### src/rtl/wb_stage_writer_if.sv
// Bundle between the memory stage, the MEM/WB register and the register-bank write port.
// The master modport is the writeback stage. The slave modport is its environment.
interface wb_stage_writer_if #(
   parameter int XLEN  = 32,
   parameter int CNT_W = 32
);
   logic             stall;
   logic             flush;
   logic             in_valid;
   logic             in_reg_write;
   logic [4:0]       in_rd;
   logic [1:0]       in_wb_sel;
   logic [2:0]       in_funct3;
   logic [XLEN-1:0]  in_alu_result;
   logic [XLEN-1:0]  in_mem_rdata;
   logic [XLEN-1:0]  in_pc_plus4;
   logic [4:0]       rd;
   logic             RegWrite;
   logic [XLEN-1:0]  C;
   logic             wb_valid;
   logic [CNT_W-1:0] retire_count;

   modport master (
      input  stall, flush, in_valid, in_reg_write, in_rd, in_wb_sel, in_funct3,
             in_alu_result, in_mem_rdata, in_pc_plus4,
      output rd, RegWrite, C, wb_valid, retire_count
   );

   modport slave (
      output stall, flush, in_valid, in_reg_write, in_rd, in_wb_sel, in_funct3,
             in_alu_result, in_mem_rdata, in_pc_plus4,
      input  rd, RegWrite, C, wb_valid, retire_count
   );
endinterface

### src/rtl/wb_stage_writer.sv
// MEM/WB pipeline register with RV32I load extraction, writeback source select,
// a registered register-bank write port and a retired-instruction counter.
module wb_stage_writer #(
   parameter int XLEN  = 32,
   parameter int CNT_W = 32
) (
   input  logic               clk,
   input  logic               rst,
   wb_stage_writer_if.master  wb
);
   localparam logic [1:0] SEL_LOAD = 2'b01;
   localparam logic [1:0] SEL_PC4  = 2'b10;

   localparam logic [2:0] F3_LB  = 3'b000;
   localparam logic [2:0] F3_LH  = 3'b001;
   localparam logic [2:0] F3_LW  = 3'b010;
   localparam logic [2:0] F3_LBU = 3'b100;
   localparam logic [2:0] F3_LHU = 3'b101;

   localparam logic [CNT_W-1:0] CNT_ONE = {{(CNT_W-1){1'b0}}, 1'b1};

   logic             wb_valid_q, wb_valid_d;
   logic             reg_write_q, reg_write_d;
   logic [4:0]       rd_q, rd_d;
   logic [XLEN-1:0]  c_q, c_d;
   logic [CNT_W-1:0] retire_count_q, retire_count_d;

   logic [7:0]       ld_byte;
   logic [15:0]      ld_half;
   logic [XLEN-1:0]  ld_data;
   logic [XLEN-1:0]  wb_data;

   // Data memory returns the aligned word, so the low address bits pick the lane.
   always_comb begin
      ld_byte = wb.in_mem_rdata[{wb.in_alu_result[1:0], 3'b000} +: 8];
      ld_half = wb.in_mem_rdata[{wb.in_alu_result[1], 4'b0000} +: 16];
      case (wb.in_funct3)
         F3_LB:   ld_data = {{(XLEN-8){ld_byte[7]}}, ld_byte};
         F3_LBU:  ld_data = {{(XLEN-8){1'b0}}, ld_byte};
         F3_LH:   ld_data = {{(XLEN-16){ld_half[15]}}, ld_half};
         F3_LHU:  ld_data = {{(XLEN-16){1'b0}}, ld_half};
         F3_LW:   ld_data = wb.in_mem_rdata;
         default: ld_data = '0;
      endcase
   end

   // The reserved encoding 11 falls through to the ALU result.
   always_comb begin
      case (wb.in_wb_sel)
         SEL_LOAD: wb_data = ld_data;
         SEL_PC4:  wb_data = wb.in_pc_plus4;
         default:  wb_data = wb.in_alu_result;
      endcase
   end

   always_comb begin
      wb_valid_d     = wb_valid_q;
      reg_write_d    = reg_write_q;
      rd_d           = rd_q;
      c_d            = c_q;
      retire_count_d = retire_count_q;
      if (wb.flush) begin
         wb_valid_d  = 1'b0;
         reg_write_d = 1'b0;
      end else if (!wb.stall) begin
         wb_valid_d  = wb.in_valid;
         reg_write_d = wb.in_valid & wb.in_reg_write;
         rd_d        = wb.in_rd;
         c_d         = wb_data;
         if (wb.in_valid) begin
            retire_count_d = retire_count_q + CNT_ONE;
         end
      end
   end

   always_ff @(posedge clk) begin
      if (rst) begin
         wb_valid_q     <= 1'b0;
         reg_write_q    <= 1'b0;
         rd_q           <= 5'd0;
         c_q            <= '0;
         retire_count_q <= '0;
      end else begin
         wb_valid_q     <= wb_valid_d;
         reg_write_q    <= reg_write_d;
         rd_q           <= rd_d;
         c_q            <= c_d;
         retire_count_q <= retire_count_d;
      end
   end

   // x0 is never written: the enable is suppressed here rather than in the bank.
   assign wb.RegWrite     = wb_valid_q & reg_write_q & (rd_q != 5'd0);
   assign wb.rd           = rd_q;
   assign wb.C            = c_q;
   assign wb.wb_valid     = wb_valid_q;
   assign wb.retire_count = retire_count_q;
endmodule

### src/flat_wrapper.sv
// flat-port wrapper written by rule: the top's interface ports become plain ports
module wb_stage_writer_flat 
#(
   parameter int XLEN  = 32,
   parameter int CNT_W = 32
)
  (clk, rst, wb_stall, wb_flush, wb_in_valid, wb_in_reg_write, wb_in_rd, wb_in_wb_sel, wb_in_funct3, wb_in_alu_result, wb_in_mem_rdata, wb_in_pc_plus4, wb_rd, wb_RegWrite, wb_C, wb_wb_valid, wb_retire_count);
  wb_stage_writer_if #(.XLEN(XLEN), .CNT_W(CNT_W)) wb_i ();
  input  logic clk;
  input  logic rst;
  input wire logic [$bits(wb_i.stall)-1:0] wb_stall;
  input wire logic [$bits(wb_i.flush)-1:0] wb_flush;
  input wire logic [$bits(wb_i.in_valid)-1:0] wb_in_valid;
  input wire logic [$bits(wb_i.in_reg_write)-1:0] wb_in_reg_write;
  input wire logic [$bits(wb_i.in_rd)-1:0] wb_in_rd;
  input wire logic [$bits(wb_i.in_wb_sel)-1:0] wb_in_wb_sel;
  input wire logic [$bits(wb_i.in_funct3)-1:0] wb_in_funct3;
  input wire logic [$bits(wb_i.in_alu_result)-1:0] wb_in_alu_result;
  input wire logic [$bits(wb_i.in_mem_rdata)-1:0] wb_in_mem_rdata;
  input wire logic [$bits(wb_i.in_pc_plus4)-1:0] wb_in_pc_plus4;
  output wire logic [$bits(wb_i.rd)-1:0] wb_rd;
  output wire logic [$bits(wb_i.RegWrite)-1:0] wb_RegWrite;
  output wire logic [$bits(wb_i.C)-1:0] wb_C;
  output wire logic [$bits(wb_i.wb_valid)-1:0] wb_wb_valid;
  output wire logic [$bits(wb_i.retire_count)-1:0] wb_retire_count;
  assign wb_i.stall = wb_stall;
  assign wb_i.flush = wb_flush;
  assign wb_i.in_valid = wb_in_valid;
  assign wb_i.in_reg_write = wb_in_reg_write;
  assign wb_i.in_rd = wb_in_rd;
  assign wb_i.in_wb_sel = wb_in_wb_sel;
  assign wb_i.in_funct3 = wb_in_funct3;
  assign wb_i.in_alu_result = wb_in_alu_result;
  assign wb_i.in_mem_rdata = wb_in_mem_rdata;
  assign wb_i.in_pc_plus4 = wb_in_pc_plus4;
  assign wb_rd = wb_i.rd;
  assign wb_RegWrite = wb_i.RegWrite;
  assign wb_C = wb_i.C;
  assign wb_wb_valid = wb_i.wb_valid;
  assign wb_retire_count = wb_i.retire_count;
  wb_stage_writer #(.XLEN(XLEN), .CNT_W(CNT_W)) u_core (.clk(clk), .rst(rst), .wb(wb_i));
endmodule
### config.mk
export PLATFORM = sky130hd
export DESIGN_NAME = wb_stage_writer_flat
export DESIGN_NICKNAME = d
export VERILOG_FILES = /design/src/rtl/wb_stage_writer_if.sv /design/src/rtl/wb_stage_writer.sv /design/src/flat_wrapper.sv
export SDC_FILE = /design/constraint.sdc
export NUM_CORES = 1
export LEC_CHECK = 0
export ABC_AREA = 1
export ABC_CLOCK_PERIOD_IN_PS = 2000
export CAP_MARGIN = 10
export CELL_PAD_IN_SITES_DETAIL_PLACEMENT = 0
export CELL_PAD_IN_SITES_GLOBAL_PLACEMENT = 2
export CORE_UTILIZATION = 21
export CTS_CLUSTER_SIZE = 30
export DETAILED_ROUTE_END_ITERATION = 10
export PLACE_DENSITY_LB_ADDON = 0.1
export SKIP_LAST_GASP = 1
export SYNTH_ARGS = -nofsm -noshare
export SYNTH_HDL_FRONTEND = slang
export SYNTH_SLANG_ARGS = --single-unit
### constraint.sdc
create_clock -name clk -period 2 [get_ports clk]
set_input_delay 0.4 -clock clk [delete_from_list [all_inputs] [get_ports clk]]
set_output_delay 0.4 -clock clk [all_outputs]
set_load 0.01 [all_outputs]
==> flow_summary.ini, run 1 <==
[detailed_routing]
drc = 0
wl_met3_mm = 1.28
drtAntennaViolNets = 0
wl_met2_mm = 9.23
dr.first_iter.drc_count = 264
dr.pass1.iters = 4
num_vias = 5653
top_layer = met5
wl_met1_mm = 9.21
routed_wl_mm = 19.9
wl_per_cell_um = 15.3
vias_per_cell = 4.35

[power_and_ir_drop]
p_sw_mw = 1.21
seq_power_share = 0.371
cellLeakagePower_nw = 2.94
p_int_mw = 2.80
combPwrFrac = 0.229
p_total_mw = 4.01
max-vdd-ir-drop_mv = 0.348
p_clk_frac = 0.400
p_sw_frac = 0.301
p_per_area_mw_per_mm2 = 536

[global_routing]
grt_max_degree = 38
overflow = 0
antenna_found_initial = 2
grt_pass1_vias = 5666
grt_pass1_wl_mm = 31.2
grtUsageTotal = 0.182

[clock_tree]
cts_tree = yes
numCtsBuffers = 9
clk_latency_ps = 340
postCtsHoldBufs = 0
clock-sinks = 71
root_buffer = clkbuf_16
cts.path.max_buffers = 2
htree_levels = 3
clkTransAtPathRegs_ps = 70

[die]
dieWidth_um = 151
start_util = 0.214
ios = 183
die_h_um = 151
core_sq_mm = 0.0218
dieArea_sq_mm = 0.0228
rows = 54

[timing]
rsz0062_at_grt = no
fin_crit_ps = 1850
setup_violations = 0
fin_skew_ps = 7.57
fmax_mhz = 541
worstMarginPinSlew_ps = 443
setup_tns_ps = 0
slew_viol_final = 0
period_share = 0.924
maxSlewHeadroom = 0.703
whs_ps = 390
finalHoldViolCount = 0
layout_setup_ws_ps = 153

[critical_path]
worstPathArrival_ps = 1450
critical_path.max_fanout = 7
slowest_delay_ps = 610
critPathBufInv = 1
r2r-end = u_core.wb.retire_count[24]$_SDFFE_PP0P_
r2r_slack_ps = 380
crit_path_end_kind = output port
path_class = reg -> out
rr_worst_depth = 10
required_ps = 1600
cp_slowest_cell = clkdlybuf4s50_1
crit_path_cell_trace = clkdlybuf4s50_1
start_kind = register
cp_top_family = buffers and inverters
rr_startpoint = u_core.wb.retire_count[2]$_SDFFE_PP0P_

[logic_synthesis]
synth_seq_cells = 71
yosys_warnings = 0
netlist_top_cells_area = dfxtp_1 (31%), nand2_1 (25%), a21oi_1 (9.5%), nor2_1 (9.0%), nand3_1 (4.9%)
yosysTopAreaCellShare = 0.306
postSynthCellCount = 802
synth_seq_area_share = 0.306
synth-edff-count = 0
synth.distinct_cells = 35
yosysMostFrequentCell = nand2_1
synth_commonest_cells = nand2_1 (311), nor2_1 (111), a21oi_1 (88), dfxtp_1 (71), nand3_1 (46)
synth.avg_cell_area_sq_um = 5.80
ys.flop_type = dfxtp_1
yosysTopAreaCell = dfxtp_1
synthArstFlopShare = 0
synth.cell_area_sq_mm = 0.00465
synth_fp_nets = 917

[finish]
num-nets-final = 1129
finalNonFillerCells = 1300
drive_gt1_frac = 0.105
syn2layout_area_growth_pct = 61.1
nFillCells = 2434

[placement]
dp_slack_ps = -174
place.gp.congestion = 0.787
numPortBuffers = 182
dp_hpwl_mm = 15.6
dpl.cell_count = 1283

[run_status]
status = finished, final reports clean

[min_path]
holdCritStartpoint = rst
min_delay_path_depth = 2
min_to = u_core.wb.retire_count[26]$_SDFFE_PP0P_
hp-class = in -> reg

[job]
max-cap-violations = 0
-- logic make-up (layout without fill, tap and decap cells) --
family          Yosys count  after routing  share of synthesized area
fa+ha+maj                 3              3                    0.00807
other cells               0              1                          0
compound gates          125            125                      0.140
flops                    71             71                      0.306
buf+inv                  89            306                     0.0793
simple gates            512            512                      0.463
xor+xnor                  2              2                    0.00377
-- layer usage --
layer  GRT usage  up-vias
met2       0.300      134
met5           0        -
met4      0.0360        2
met3      0.0524       11
li1            -     2987
met1       0.234     2519
-- stage by stage --
| stage | utilization | area, sq um |
|---|---|---|
| floorplan | - | 4650 |
| global placement | 0.331 | 7200 |
| detailed placement | 0.331 | 7200 |
| CTS | 0.344 | 7490 |
| finish | 0.344 | 7490 |
| global route | 0.344 | 7490 |
-- layout by cell type (no fill, tap or decap), types with 2 or more instances in the layout --
master             n
nor3_1            11
buf_12            10
nand2_2            3
inv_2              7
nand3_1           46
nor2_1           111
buf_4             47
inv_1             41
o21ai_1            6
dfxtp_1           71
nand3_2            5
buf_2              2
clkdlybuf4s50_1  180
nor3_4             2
xor2_1             2
o21ai_0           22
nor2_4             4
ha_1               3
nand4_1            5
nor2_2             4
clkbuf_16          9
nor3_2             3
a21o_1             5
nand2_1          311
clkinv_1           2
inv_6              3
nand3b_1           4
clkinvlp_4         2
a21oi_1           88
-- layout make-up --
cell class / instances / area (sq um) / share of cell area
Clock buffer: 9 / 225 / 0.0301
Antenna cell: 1 / 2.50 / 0.000334
Multi-Input combinational cell: 642 / 2880 / 0.384
Sequential cell: 71 / 1420 / 0.190
Tap cell: 280 / 350 / 0.0467
Clock inverter: 7 / 61.3 / 0.00818
Inverter: 51 / 194 / 0.0259
Timing Repair Buffer: 239 / 2360 / 0.316
-- worst max-delay path by stage --
stage	cells after the start	to	slack, ps	startpoint
finish	1	wb_retire_count[2]	150	u_core.wb.retire_count[2]$_SDFFE_PP0P_
global route	13	u_core.wb.retire_count[24]$_SDFFE_PP0P_	20	wb_stall
CTS	4	wb_RegWrite	1	u_core.wb.rd[1]$_SDFFE_PP0P_
detailed placement	13	u_core.wb.retire_count[24]$_SDFFE_PP0P_	-170	wb_stall
global placement	13	u_core.wb.retire_count[24]$_SDFFE_PP0P_	-140	wb_stall
floorplan	8	u_core.wb.C[6]$_SDFFE_PP0P_	390	wb_in_wb_sel[0]
-- worst reg2reg max path: stages, from the launching register on --
cell	delay [ps]
dfxtp_1	500
nand3_2	170
clkinv_1	90
nand2_1	70
nor2_1	160
nand2_1	130
nor3_2	190
nand2_1	80
nand2_1	60
inv_1	30
nor2_1	80
-- timing repair --
item,in CTS,in global routing
gates resized for setup,4,2
setup buffers,0,0
endpoints found under the setup margin,1,1
pin swaps,1,1
-- power groups by stage --
stage / clock, mW / combinational [mW] / sequential [mW]
after floorplan: 0 / 0.368 / 1.54
after global placement: 0 / 0.935 / 1.52
after detailed placement: 0 / 0.933 / 1.52
after CTS: 1.67 / 0.937 / 1.49
after global routing: 1.74 / 1.02 / 1.49
final: 1.60 / 0.920 / 1.49
-- registers in the layout, indices dropped and copies added, names as in the netlist --
signal,cells
u_core.wb.wb_valid,1
u_core.wb.C,32
u_core.reg_write_q,1
u_core.wb.retire_count,32
u_core.wb.rd,5
(Power assumes the default switching activity.)
==> inputs of run 2 (changes only) <==
--- a/config.mk
+++ b/config.mk
@@ -14,6 +14,7 @@
 export CTS_CLUSTER_SIZE = 30
 export DETAILED_ROUTE_END_ITERATION = 10
 export PLACE_DENSITY_LB_ADDON = 0.1
+export SETUP_SLACK_MARGIN = 0.02
 export SKIP_LAST_GASP = 1
 export SYNTH_ARGS = -nofsm -noshare
 export SYNTH_HDL_FRONTEND = slang
==> flow_summary.ini, run 2 (synthesized netlist as in run 1, its figures left out) <==
[detailed_routing]
num_vias = 5654
drtAntennaViolNets = 0
wl_per_cell_um = 15.3
drc = 0
dr.pass1.iters = 4
dr.first_iter.drc_count = 265
routed_wl_mm = 19.9
vias_per_cell = 4.35

[clock_tree]
postCtsHoldBufs = 0
root_buffer = clkbuf_16
cts_tree = yes
htree_levels = 3
clk_latency_ps = 340
numCtsBuffers = 9
cts_setup_buffers = 0
clkTransAtPathRegs_ps = 70
clock-sinks = 71
cts.path.max_buffers = 2

[global_routing]
grt_pass1_wl_mm = 31.2
antenna_found_initial = 2
grtUsageTotal = 0.182
grt_pass1_vias = 5666
grt_max_degree = 38
overflow = 0

[timing]
finalHoldViolCount = 0
worstMarginPinSlew_ps = 443
setup_violations = 0
maxSlewHeadroom = 0.703
setup_tns_ps = 0
rsz0062_at_grt = no
fin_skew_ps = 7.57
layout_setup_ws_ps = 153
slew_viol_final = 0
fin_crit_ps = 1850
period_share = 0.924
fmax_mhz = 541

[power_and_ir_drop]
p_int_mw = 2.80
max-vdd-ir-drop_mv = 0.348
p_sw_mw = 1.21
seq_power_share = 0.371
p_total_mw = 4.01
p_per_area_mw_per_mm2 = 536
cellLeakagePower_nw = 2.94
combPwrFrac = 0.229
p_sw_frac = 0.301
p_clk_frac = 0.400

[critical_path]
cp-startpoint = u_core.wb.retire_count[2]$_SDFFE_PP0P_
critPathBufInv = 1
cp_top_family = buffers and inverters
crit_path_end_kind = output port
required_ps = 1600
slowest_delay_ps = 610
worstPathArrival_ps = 1450
rr_startpoint = u_core.wb.retire_count[2]$_SDFFE_PP0P_
path_class = reg -> out
critical_path.max_fanout = 7
cp_slowest_cell = clkdlybuf4s50_1
crit_path_cell_trace = clkdlybuf4s50_1
start_kind = register

[placement]
place.gp.congestion = 0.787
numPortBuffers = 182
dp_hpwl_mm = 15.6
dp_slack_ps = -174

[finish]
drive_gt1_frac = 0.105
nFillCells = 2433
syn2layout_area_growth_pct = 61.1
final_cell_mix = nand2_1 (311), clkdlybuf4s50_1 (180), nor2_1 (111)
final_common_cell = nand2_1
final_core_util = 0.344
num-nets-final = 1129

[min_path]
hp-class = in -> reg
holdCritStartpoint = rst

[run_status]
status = finished, final reports clean

[die]
dieArea_sq_mm = 0.0228
die_h_um = 151
ios = 183
start_util = 0.214
dieWidth_um = 151
rows = 54
core_sq_mm = 0.0218

[job]
max-cap-violations = 0
run 2: cell counts in the layout (fill, tap and decap cells not counted):
No cell type changed its count.
run 2: worst reg2reg max path, delay by kind of cell, from the launching register on:
kind | cells | cell delay [ps]
buf+inv | 2 | 120
simple gates | 8 | 940
flops | 1 | 500
run 2: layout make-up:
type	instances	area (sq um)	area share
Clock inverter	7	61.3	0.00818
Timing Repair Buffer	239	2360	0.316
Sequential cell	71	1420	0.190
Multi-Input combinational cell	642	2880	0.384
Clock buffer	9	225	0.0301
Antenna cell	1	2.50	0.000334
Inverter	51	194	0.0259
Tap cell	280	350	0.0467
run 2: final timing paths:
check                                                                to  slack [ps]  cells after the start
worst max-delay path                                 wb_retire_count[2]         150                      1
worst min-delay path            u_core.wb.retire_count[26]$_SDFFE_PP0P_         390                      2
worst max register to register  u_core.wb.retire_count[24]$_SDFFE_PP0P_         380                     10
worst min register to register             u_core.wb.C[28]$_SDFFE_PP0P_         460                      2
run 2: per-stage QoR:
step | area, sq um | hold slack [ps] | cells
after floorplan | 4650 | 436 | 802
final | 7490 | 390 | 1300
after CTS | 7480 | 385 | 1299
after global placement | 7200 | 454 | 1283
after global routing | 7490 | 402 | 1299
after detailed placement | 7200 | 458 | 1283
run 2: metal layers:
| metal | track usage | part of all wire | up-vias |
|---|---|---|---|
| met4 | 0.0360 | 0.0075 | 2 |
| met5 | 0 | 0.00065 | - |
| met3 | 0.0524 | 0.064 | 11 |
| li1 | - | - | 2987 |
| met1 | 0.234 | 0.46 | 2520 |
| met2 | 0.300 | 0.46 | 134 |
run 2: repair_timing:
item,in CTS,in global routing
setup endpoints to repair,1,1
pin swaps,1,1
gates resized for setup,5,1
run 2: power by group through the flow:
stage	registers, mW	logic, mW	clock network [mW]
finish	1.49	0.920	1.60
global route	1.49	1.02	1.74
CTS	1.49	0.937	1.67
detailed placement	1.52	0.933	0
global placement	1.52	0.935	0
floorplan	1.54	0.368	0
==> inputs of run 3 (changes only) <==
--- a/config.mk
+++ b/config.mk
@@ -13,7 +13,9 @@
 export CORE_UTILIZATION = 21
 export CTS_CLUSTER_SIZE = 30
 export DETAILED_ROUTE_END_ITERATION = 10
+export GPL_ROUTABILITY_DRIVEN = 0
 export PLACE_DENSITY_LB_ADDON = 0.1
+export RECOVER_POWER = 100
 export SETUP_SLACK_MARGIN = 0.02
 export SKIP_LAST_GASP = 1
 export SYNTH_ARGS = -nofsm -noshare
==> flow_summary.ini, run 3 (synthesized netlist as in run 1, its figures left out) <==
[timing]
worstMarginPinSlew_ps = 465
fin_crit_ps = 1880
slew_viol_final = 0
period_share = 0.941
setup_violations = 0
fmax_mhz = 531
layout_setup_ws_ps = 118
rsz0062_at_grt = no
maxSlewHeadroom = 0.690
finalHoldViolCount = 0
fin_skew_ps = 7.29

[clock_tree]
numCtsBuffers = 9
postCtsHoldBufs = 0
root_buffer = clkbuf_16
clkTransAtPathRegs_ps = 70
clock-sinks = 71
cts.path.max_buffers = 2
cts_setup_buffers = 0
htree_levels = 3
cts_tree = yes
clk_latency_ps = 340

[critical_path]
cp_slowest_cell = dlygate4sd3_1
start_kind = register
cp_top_family = buffers and inverters
crit_path_end_kind = output port
required_ps = 1600
critical_path.max_fanout = 7
critPathBufInv = 1
slowest_delay_ps = 660
crit_path_cell_trace = dlygate4sd3_1
path_class = reg -> out
worstPathArrival_ps = 1480

[finish]
drive_gt1_frac = 0.0962
syn2layout_area_growth_pct = 60.4
num-nets-final = 1129
final_common_cell = nand2_1
nFillCells = 2441
fin_area_sq_mm = 0.00746
final_cell_mix = nand2_1 (312), nor2_1 (114), clkdlybuf4s50_1 (109)

[detailed_routing]
dr.pass1.iters = 4
wl_met3_mm = 1.31
num_vias = 5640
drc = 0
vias_per_cell = 4.34
wl_met2_mm = 9.19
routed_wl_mm = 19.9
wl_met1_mm = 9.20
dr.first_iter.drc_count = 265
top_layer = met5
wl_per_cell_um = 15.3
drtAntennaViolNets = 0

[power_and_ir_drop]
p_clk_frac = 0.402
p_sw_frac = 0.302
seq_power_share = 0.373
cellLeakagePower_nw = 3.15
p_int_mw = 2.78
combPwrFrac = 0.225
p_per_area_mw_per_mm2 = 535
max-vdd-ir-drop_mv = 0.348
p_sw_mw = 1.21

[die]
start_util = 0.214
die_h_um = 151
dieArea_sq_mm = 0.0228
rows = 54
core_sq_mm = 0.0218
dieWidth_um = 151
ios = 183

[placement]
placed_cell_area_sq_mm = 0.00720
dp_hpwl_mm = 15.6
numPortBuffers = 182
dp_slack_ps = -174

[global_routing]
grt_pass1_wl_mm = 31.2
grt_max_degree = 38
antenna_found_initial = 2
overflow = 0
grt_pass1_vias = 5666
grtUsageTotal = 0.182

[job]
max-cap-violations = 0

[min_path]
hp-class = in -> reg

[run_status]
status = finished, final reports clean
[run 3: stage by stage]
step	power, mW	TNS (ps)	util	hold slack [ps]	cells
floorplan	1.91	0	-	436	802
global placement	2.46	-1200	0.331	454	1283
detailed placement	2.45	-1420	0.331	458	1283
CTS	4.10	0	0.344	385	1299
global route	4.23	0	0.343	402	1299
finish	3.99	0	0.343	392	1300
[run 3: timing repair]
item	CTS	global route
pin swaps	1	1
endpoints found under the setup margin	1	1
resized for setup	5	1
[run 3: power groups by stage]
stage | registers, mW | clock network (mW) | logic, mW
final | 1.49 | 1.60 | 0.900
after detailed placement | 1.52 | 0 | 0.933
after global placement | 1.52 | 0 | 0.935
after floorplan | 1.54 | 0 | 0.368
after CTS | 1.49 | 1.67 | 0.937
after global routing | 1.49 | 1.74 | 1.00
[run 3: area by class of cell]
cell class                      count  area [sq um]  area share
Sequential cell                    71          1420       0.191
Multi-Input combinational cell    642          2860       0.383
Timing Repair Buffer              239          2350       0.315
Clock inverter                      7          61.3     0.00822
Clock buffer                        9           225      0.0302
Tap cell                          280           350      0.0470
Inverter                           51           194      0.0260
Antenna cell                        1          2.50    0.000335
[run 3: worst paths after layout]
path	endpoint	cells after the start	start	slack (ps)
setup / recovery	wb_retire_count[2]	1	u_core.wb.retire_count[2]$_SDFFE_PP0P_	120
hold / removal	u_core.wb.retire_count[26]$_SDFFE_PP0P_	2	rst	390
setup reg to reg	u_core.wb.retire_count[20]$_SDFFE_PP0P_	8	u_core.wb.retire_count[8]$_SDFFE_PP0P_	410
hold reg to reg	u_core.wb.C[28]$_SDFFE_PP0P_	2	u_core.wb.C[28]$_SDFFE_PP0P_	460
[run 3: routing by layer]
| layer | GRT usage | vias to the layer above |
|---|---|---|
| li1 | - | 2986 |
| met3 | 0.0524 | 11 |
| met4 | 0.0360 | 2 |
| met5 | 0 | - |
| met2 | 0.300 | 130 |
| met1 | 0.234 | 2511 |
